--- config.mk ---
export PLATFORM = sky130hd
export DESIGN_NAME = mul_unit
export DESIGN_NICKNAME = d
export VERILOG_FILES = /design/src/rtl/mul_unit_pkg.sv /design/src/rtl/ripple_adder.sv /design/src/rtl/mul_unit.sv
export SDC_FILE = /design/constraint.sdc
export NUM_CORES = 1
export LEC_CHECK = 0
export BUFFER_PORTS_ARGS = -buffer_cell sky130_fd_sc_hd__buf_2
export CAP_MARGIN = 20
export CORE_ASPECT_RATIO = 0.9
export CORE_UTILIZATION = 56
export DETAILED_ROUTE_END_ITERATION = 10
export HOLD_SLACK_MARGIN = 0.06
export PLACE_DENSITY = 0.75
export REMOVE_ABC_BUFFERS = 1
export SLEW_MARGIN = 30
export SYNTH_ARGS = -nofsm -noshare
export SYNTH_HDL_FRONTEND = slang
export SYNTH_HIERARCHICAL = 1
export SYNTH_SLANG_ARGS = --single-unit
--- constraint.sdc ---
create_clock -name clk -period 35.4 [get_ports clk]
set_clock_uncertainty 0.15 [all_clocks]
set_input_delay 5.31 -clock clk [delete_from_list [all_inputs] [get_ports clk]]
set_output_delay 5.31 -clock clk [all_outputs]
set_load 0.01 [all_outputs]
--- src/rtl/mul_unit_pkg.sv ---
// Shared multiply encodings: op codes (RV32M funct3[1:0]), FSM states, iteration count.
// Imported by decode, execute and the iterative multiplier.
package mul_unit_pkg;

  localparam int ITERS = 32;
  localparam int CNT_W = $clog2(ITERS);

  typedef enum logic [1:0] {
    OP_MUL    = 2'b00,
    OP_MULH   = 2'b01,
    OP_MULHSU = 2'b10,
    OP_MULHU  = 2'b11
  } op_e;

  typedef enum logic [1:0] {
    S_IDLE = 2'b00,
    S_RUN  = 2'b01,
    S_DONE = 2'b10
  } state_e;

  // Returns {rs1_is_signed, rs2_is_signed}.
  function automatic logic [1:0] op_signs(op_e o);
    case (o)
      OP_MUL, OP_MULH: return 2'b11;
      OP_MULHSU:       return 2'b10;
      default:         return 2'b00;
    endcase
  endfunction

endpackage

--- src/rtl/ripple_adder.sv ---
// Combinational W-bit adder from a chain of full-adder cells, carry-in tied to 0.
// Zero latency; carry-out is dropped since the accumulator never overflows its width.
module ripple_adder #(
  parameter int W = 64
) (
  input  logic [W-1:0] a,
  input  logic [W-1:0] b,
  output logic [W-1:0] sum
);

  logic [W-1:0] carry;

  assign carry[0] = 1'b0;

  for (genvar i = 0; i < W; i++) begin : g_fa
    assign sum[i] = a[i] ^ b[i] ^ carry[i];
    if (i < W - 1) begin : g_cout
      assign carry[i+1] = (a[i] & b[i]) | (carry[i] & (a[i] ^ b[i]));
    end
  end

endmodule

--- src/rtl/mul_unit.sv ---
// Iterative radix-2 shift-add multiplier for MUL/MULH/MULHSU/MULHU; done pulses 32 cycles
// after accept, busy covers RUN+DONE, start is ignored while busy and kill aborts at any time.
module mul_unit
  import mul_unit_pkg::*;
#(
  parameter int XLEN = 32
) (
  input  logic            clk,
  input  logic            rst,
  input  logic            start,
  input  logic            kill,
  input  logic [1:0]      op,
  input  logic [XLEN-1:0] rs1,
  input  logic [XLEN-1:0] rs2,
  output logic            busy,
  output logic            done,
  output logic [XLEN-1:0] result
);

  localparam int PW = 2 * XLEN;

  state_e           state_q, state_d;
  logic [CNT_W-1:0] cnt_q, cnt_d;
  logic [PW-1:0]    acc_q, acc_d;
  logic [PW-1:0]    mcand_q, mcand_d;
  logic [XLEN-1:0]  mplier_q, mplier_d;
  logic [XLEN-1:0]  result_q, result_d;
  logic             neg_q, neg_d;
  op_e              op_q, op_d;

  logic [1:0]       sgn;
  logic             rs1_neg, rs2_neg;
  logic [XLEN-1:0]  rs1_mag, rs2_mag;
  logic [PW-1:0]    addend, sum, prod;
  logic             last;

  // Magnitudes are taken as unsigned XLEN values, so the most negative input maps to 2^(XLEN-1).
  assign sgn     = op_signs(op_e'(op));
  assign rs1_neg = sgn[1] & rs1[XLEN-1];
  assign rs2_neg = sgn[0] & rs2[XLEN-1];
  assign rs1_mag = rs1_neg ? -rs1 : rs1;
  assign rs2_mag = rs2_neg ? -rs2 : rs2;

  assign addend = mplier_q[0] ? mcand_q : '0;

  ripple_adder #(.W(PW)) u_adder (
    .a   (acc_q),
    .b   (addend),
    .sum (sum)
  );

  assign prod = neg_q ? -sum : sum;
  assign last = (cnt_q == CNT_W'(ITERS - 1));

  always_comb begin
    state_d  = state_q;
    cnt_d    = cnt_q;
    acc_d    = acc_q;
    mcand_d  = mcand_q;
    mplier_d = mplier_q;
    result_d = result_q;
    neg_d    = neg_q;
    op_d     = op_q;

    case (state_q)
      S_IDLE: begin
        if (start) begin
          state_d  = S_RUN;
          cnt_d    = '0;
          acc_d    = '0;
          mcand_d  = {{XLEN{1'b0}}, rs1_mag};
          mplier_d = rs2_mag;
          neg_d    = rs1_neg ^ rs2_neg;
          op_d     = op_e'(op);
        end
      end
      S_RUN: begin
        acc_d    = sum;
        mcand_d  = mcand_q << 1;
        mplier_d = mplier_q >> 1;
        cnt_d    = cnt_q + CNT_W'(1);
        if (last) begin
          result_d = (op_q == OP_MUL) ? prod[XLEN-1:0] : prod[PW-1:XLEN];
          state_d  = S_DONE;
        end
      end
      S_DONE:  state_d = S_IDLE;
      default: state_d = S_IDLE;
    endcase

    // Flush wins over everything, including a same-cycle start or completion.
    if (kill) begin
      state_d  = S_IDLE;
      result_d = result_q;
    end
  end

  always_ff @(posedge clk) begin
    if (!rst) begin
      state_q  <= S_IDLE;
      cnt_q    <= '0;
      acc_q    <= '0;
      mcand_q  <= '0;
      mplier_q <= '0;
      result_q <= '0;
      neg_q    <= 1'b0;
      op_q     <= OP_MUL;
    end else begin
      state_q  <= state_d;
      cnt_q    <= cnt_d;
      acc_q    <= acc_d;
      mcand_q  <= mcand_d;
      mplier_q <= mplier_d;
      result_q <= result_d;
      neg_q    <= neg_d;
      op_q     <= op_d;
    end
  end

  assign busy   = (state_q != S_IDLE);
  assign done   = (state_q == S_DONE);
  assign result = result_q;

endmodule

# ---- Yosys cells after proc, flatten, opt, wreduce, memory -nomap -nowiden
# Index checks and enable logic that the tools add are counted.
dict set report word_totals {
  output_inout_bits 34
  word_cells 366
  regBits 202
}
dict set report classes {
  n_reduce_logical 11
  mux 17
  add_sub_neg 4
  eq_ne 7
  bitwise 319
}
# op n
set ops {}
lappend ops {{$mux 64} 4}
lappend ops {{$pmux 64 s2} 2}
lappend ops {{$mux 32} 4}
lappend ops {{$xor 1x1->1} 128}
lappend ops {{$and 1x1->1} 127}
lappend ops {{$neg 32->32} 2}
lappend ops {{$neg 64->64} 1}
lappend ops {{$pmux 32 s2} 1}
lappend ops {{$or 1x1->1} 62}
lappend ops {{$pmux 5 s2} 1}
lappend ops {{$pmux 2 s2} 2}
lappend ops {{$logic_not 2->1} 3}
lappend ops {{$reduce_and 2->1} 3}
lappend ops {{$add 5x1->5 const B} 1}
lappend ops {{$eq 5x5->1 const B} 1}
lappend ops {{$mux 5} 1}
lappend ops {{$eq 2x1->1 const B} 2}
lappend ops {{$eq 2x2->1 const B} 2}
lappend ops {{$mux 2} 2}
lappend ops {{$ne 2x2->1 const B} 2}
lappend ops {{$reduce_bool 2->1} 2}
lappend ops {{$reduce_or 2->1} 2}
lappend ops {{$reduce_and 3->1} 1}
lappend ops {{$not 1->1} 2}

# ---- Logic depth before layout (Yosys ltp)
dict set report logic_depth {
  ltp_word 130
  depth_mapped 73
}

# ---- Cells and area by module
# The synthesis kept the hierarchy.
# mod instances cells_each area_each_um2
set modules_own_cells {}
lappend modules_own_cells {mul_unit 1 1541 11482.3}
lappend modules_own_cells {ripple_adder 1 69 1296.2}

# ---- Worst setup path before layout
# No wires, ideal clock.
dict set report synth_path {
  path_type {register -> register}
  startpoint {register mplier_q[0]}
  endpoint {register result_q[31], in the netlist result[31]}
  n_path_buf 1
  path_slack_ns 9.932
  stages_incl_launch_ff 74
  arrival_ns 25.192
  path_cell_list {dfxtp_1 -> clkbuf_1 -> and2_1 -> ha_1 -> fa_1 -> fa_1 -> fa_1 -> fa_1 -> fa_1 -> fa_1 -> fa_1 -> fa_1 -> fa_1 -> fa_1 -> fa_1 -> fa_1 -> fa_1 -> fa_1 -> (+38 left out) -> fa_1 -> fa_1 -> fa_1 -> fa_1 -> fa_1 -> fa_1 -> fa_1 -> fa_1 -> fa_1 -> fa_1 -> fa_1 -> fa_1 -> xor3_1 -> nor2_1 -> nor2_1 -> o221a_2 -> a22oi_1 -> o21ai_0}
}
dict set report synth_via {
  elab_chain_len 130
  elab_cells_between_ends 318
  cone_classes {add/sub: 1; mux: 3; bitwise: 314}
}
# element line_no
set synth_rtl {}
lappend synth_rtl {{start, declared} mul_unit.sv:26} ;# logic [XLEN-1:0] mplier_q, mplier_d;
lappend synth_rtl {{start signal, assigned} mul_unit.sv:113} ;# mplier_q <= mplier_d;
lappend synth_rtl {{$mux 64 *} mul_unit.sv:44} ;# assign addend = mplier_q[0] ? mcand_q : '0;
lappend synth_rtl {{via addend[0]} mul_unit.sv:34} ;# logic [PW-1:0] addend, sum, prod;
lappend synth_rtl {{$and 1x1->1 * (2 in series)} ripple_adder.sv:18} ;# assign carry[i+1] = (a[i] & b[i]) | (carry[i] & (a[i] ^ b[i]));
lappend synth_rtl {{$or 1x1->1 *} ripple_adder.sv:18}
lappend synth_rtl {{$and 1x1->1 *} ripple_adder.sv:18}
lappend synth_rtl {{$or 1x1->1 *} ripple_adder.sv:18}
lappend synth_rtl {{$and 1x1->1 *} ripple_adder.sv:18}
lappend synth_rtl {{$or 1x1->1 *} ripple_adder.sv:18}
lappend synth_rtl {{(+115 left out)} n/a}
lappend synth_rtl {{$or 1x1->1 *} ripple_adder.sv:18}
lappend synth_rtl {{$and 1x1->1 *} ripple_adder.sv:18}
lappend synth_rtl {{$or 1x1->1 *} ripple_adder.sv:18}
lappend synth_rtl {{$xor 1x1->1 *} ripple_adder.sv:16} ;# assign sum[i] = a[i] ^ b[i] ^ carry[i];
lappend synth_rtl {{via sum[63]} mul_unit.sv:34}
lappend synth_rtl {{$neg 64->64} mul_unit.sv:52} ;# assign prod = neg_q ? -sum : sum;
lappend synth_rtl {{$mux 64 *} mul_unit.sv:52}
lappend synth_rtl {{$mux 32 *} mul_unit.sv:83} ;# result_d = (op_q == OP_MUL) ? prod[XLEN-1:0] : prod[PW-1:XLEN];
lappend synth_rtl {{end signal, assigned} mul_unit.sv:114} ;# result_q <= result_d;
lappend synth_rtl {{end, declared} mul_unit.sv:27} ;# logic [XLEN-1:0] result_q, result_d;
# The timed path passes the listed nets; every way through them passes the cells marked *.
# A chain may end at the register's enable or synchronous reset.

# ---- Worst setup path after layout
# Ends and elaborated chain as after synthesis.

==> results by group <==
Status
  • Outcome: finished, final reports clean

STA
  • Min Tclk post-route: 26,870 ps
  • Worst slew pin tran: 1000 ps
  • Fin. Hold Viols: 0
  • TNS Setup: 0 ps
  • Fin crit share: 75.9%
  • Fmax: 37.2 MHz
  • Setup violations, final: 0
  • Max-slew headroom: 32.6%
  • WHS: 302 ps
  • Slew Viols, Final: 0
  • RSZ-0062 raised after global routing: false

Yosys
  • Prevailing post-synth register cell: dfxtp_1
  • Asr flop ratio synth: 0%
  • Post-synth EDFFs: 0
  • Yosys synthesis warning count: 6
  • Mapped Avg Cell Area: 7.94 um^2
  • Post-Syn Area: 12,800 um^2
  • Yosys cell types: 71
  • Synthesized instance count: 1,610
  • Seq/Total Area, Yosys: 31.6%
  • Register bit count reported by yosys: 202

Layout
  • Fill cells: 2,017
  • Register cell area after layout: 4050 um^2
  • Nets: 1,764
  • Multi-input gate area: 8250 um^2
  • Fin cells: 1,935
  • Area growth from synthesis to layout: 10.8%
  • Most frequent cells in the layout: nand2_1 (218), dfxtp_1 (201), a21oi_1 (183), nand3_1 (127), buf_2 (103)
  • Most common cell after layout, fill and taps aside: nand2_1
  • Diodes inserted: 0
  • Share of post-route cells with drive strength above 1: 11.7%
  • Util after Layout: 63.1%

Die
  • Total I/O pin count: 104
  • Initial Util: 56.9%
  • Die area: 23,400 um^2
  • Die W: 161 um
  • Placement Rows: 52
  • Core area: 22,400 um^2
  • Chip height: 145 um

Power
  • Switch share: 29.0%
  • Combinational share of power: 17.8%
  • Internal power: 405 uW
  • Flop pwr share: 41.8%
  • Pleak: 0.00550 uW
  • Clock power frac: 40.5%
  • Peak VDD IR: 0.0311 mV
  • Switch Pwr: 165 uW
  • Pwr dens: 40.2 nW/um^2

GRT
  • Initial antenna violation count: 0
  • Largest net degree at the start of global routing: 163
  • Total GRT Usage: 31.5%
  • Total grt overflow: 0
  • Vias in the first global route: 11.8k
  • First-pass GRT wire length: 60.8 mm

Detailed routing
  • First-pass DRT Iterations: 5
  • Number of DRC markers in iteration 0: 1,308
  • Final WL: 36.6 mm
  • Routed len/inst: 18.9 um
  • Vias per cell: 6.37
  • DRC: 0
  • Vias: 12.3k
  • Post-route ant nets: 0

CTS
  • Worst-path clk slew: 60 ps
  • Setup bufs post-CTS: 0
  • CTS root buffer: clkbuf_16
  • TritonCTS Buffers: 22
  • TritonCTS clock tree: built
  • CTS Hold Bufs: 0
  • H-tree depth: 1
  • # clock sinks: 202
  • Worst-Skew Late Latency: 520 ps
  • Post-cts resize count: 0
  • Worst-case clock buffer depth: 3

Worst setup path
  • Slowest Stage Delay on Critical Path: 430 ps
  • Crit. Startpoint: mplier_q[0]
  • Slowest CP cell: fa_1
  • WS Path Type: reg -> reg
  • Most common cell on crit path: fa_1
  • Crit. End Element: flop
  • Reg-to-Reg Start: mplier_q[0]
  • Crit path required time: 35,650 ps
  • Arr. time, crit path: 27,120 ps
  • Critical path startpoint category: flop
  • Crit path max fanout: 64

Flow run
  • Max cap viols: 0

Hold path
  • Hold WC Path Type: reg -> reg
  • Hold_sp: mplier_q[0]

Place
  • DP Cell Count: 1,899
  • HPWL after DPL: 25.0 mm
  • Port Buffers: 103
  • Final RePlAce weighted congestion: 1.02
synthesized netlist by cell type, types with 11 or more instances:
| cell | instances | area (um^2) |
|---|---|---|
| xor2_1 | 33 | 289 |
| mux2i_1 | 15 | 150 |
| dfxtp_1 | 202 | 4040 |
| nor2_1 | 83 | 312 |
| a22oi_1 | 54 | 405 |
| inv_1 | 19 | 71.3 |
| and2_1 | 66 | 413 |
| and3_1 | 11 | 68.8 |
| nand4_1 | 18 | 113 |
| or4_1 | 12 | 90.1 |
| clkbuf_1 | 110 | 413 |
| or3_1 | 15 | 93.8 |
| o22ai_1 | 26 | 163 |
| nor3_1 | 41 | 205 |
| xnor2_1 | 39 | 342 |
| a21oi_1 | 183 | 916 |
| nand2_1 | 219 | 822 |
| nor4_1 | 29 | 181 |
| a31oi_1 | 28 | 175 |
| nand3_1 | 127 | 636 |
| fa_1 | 62 | 1240 |
| buf_1 | 16 | 60.1 |
| o21ai_0 | 53 | 265 |
stage by stage:
stage               cell area [um^2]  setup WS, ps  total power, uW
detailed placement             13400          8830              341
floorplan                      12300          9610              307
CTS                            14100          8630              570
global route                   14200          7630              593
finish                         14200          8530              570
global placement               13400          9020              339
power groups by stage:
stage               clock, uW  combinational (uW)  sequential (uW)
floorplan                   0                63.8              243
global placement            0                96.1              243
detailed placement          0                97.8              243
CTS                       233                98.6              238
global route              244                 110              239
finish                    231                 101              238
critical path, delay by kind of cell (launching register included):
family,cells,cell delay [ps]
buf+inv,3,410
compound gates,3,490
simple gates,3,460
xor+xnor,1,410
flops,1,300
fa+ha+maj,63,24510
state kept, by name, indices dropped and copies added, names as in the netlist:
signal	count
cnt_q	5
result	32
op_q	2
mcand_q	64
neg_q	1
mplier_q	32
state_q	2
acc_q	64
metal layers:
metal  vias to the layer above  global-route usage [%]  part of all wire, %
li1                       5834                       -                    -
met4                         0                    7.36                  2.4
met3                        72                    4.89                  8.5
met2                       479                    49.8                   45
met5                         -                       0                    0
met1                      5950                    45.0                   44
worst paths after layout:
path,to,slack [ps],cells past startpoint
worst max-delay path,result[31],8530,73
worst min-delay path,mplier_q[0],300,2
worst max register to register,result[31],8530,73
worst min register to register,mplier_q[0],300,2
cells by family (layout without fill, tap and decap cells):
| logic type | after synthesis | in the layout | share of synthesized area (%) |
|---|---|---|---|
| mux | 18 | 18 | 1.44 |
| xor+xnor | 73 | 73 | 5.12 |
| simple gates | 665 | 665 | 25.9 |
| compound gates | 434 | 434 | 21.2 |
| fa+ha+maj | 68 | 68 | 10.3 |
| flops | 202 | 202 | 31.6 |
| buf+inv | 150 | 178 | 4.44 |
cell type report:
class / count / share of cell area (%)
clock inverters: 3 / 0.283
repair buffers: 121 / 4.97
flip-flops and latches: 202 / 28.6
clock buffers: 33 / 4.75
well taps: 297 / 2.62
inverters: 21 / 0.574
multi-input cells: 1258 / 58.2
No activity file was read; power rests on OpenSTA's default activity.
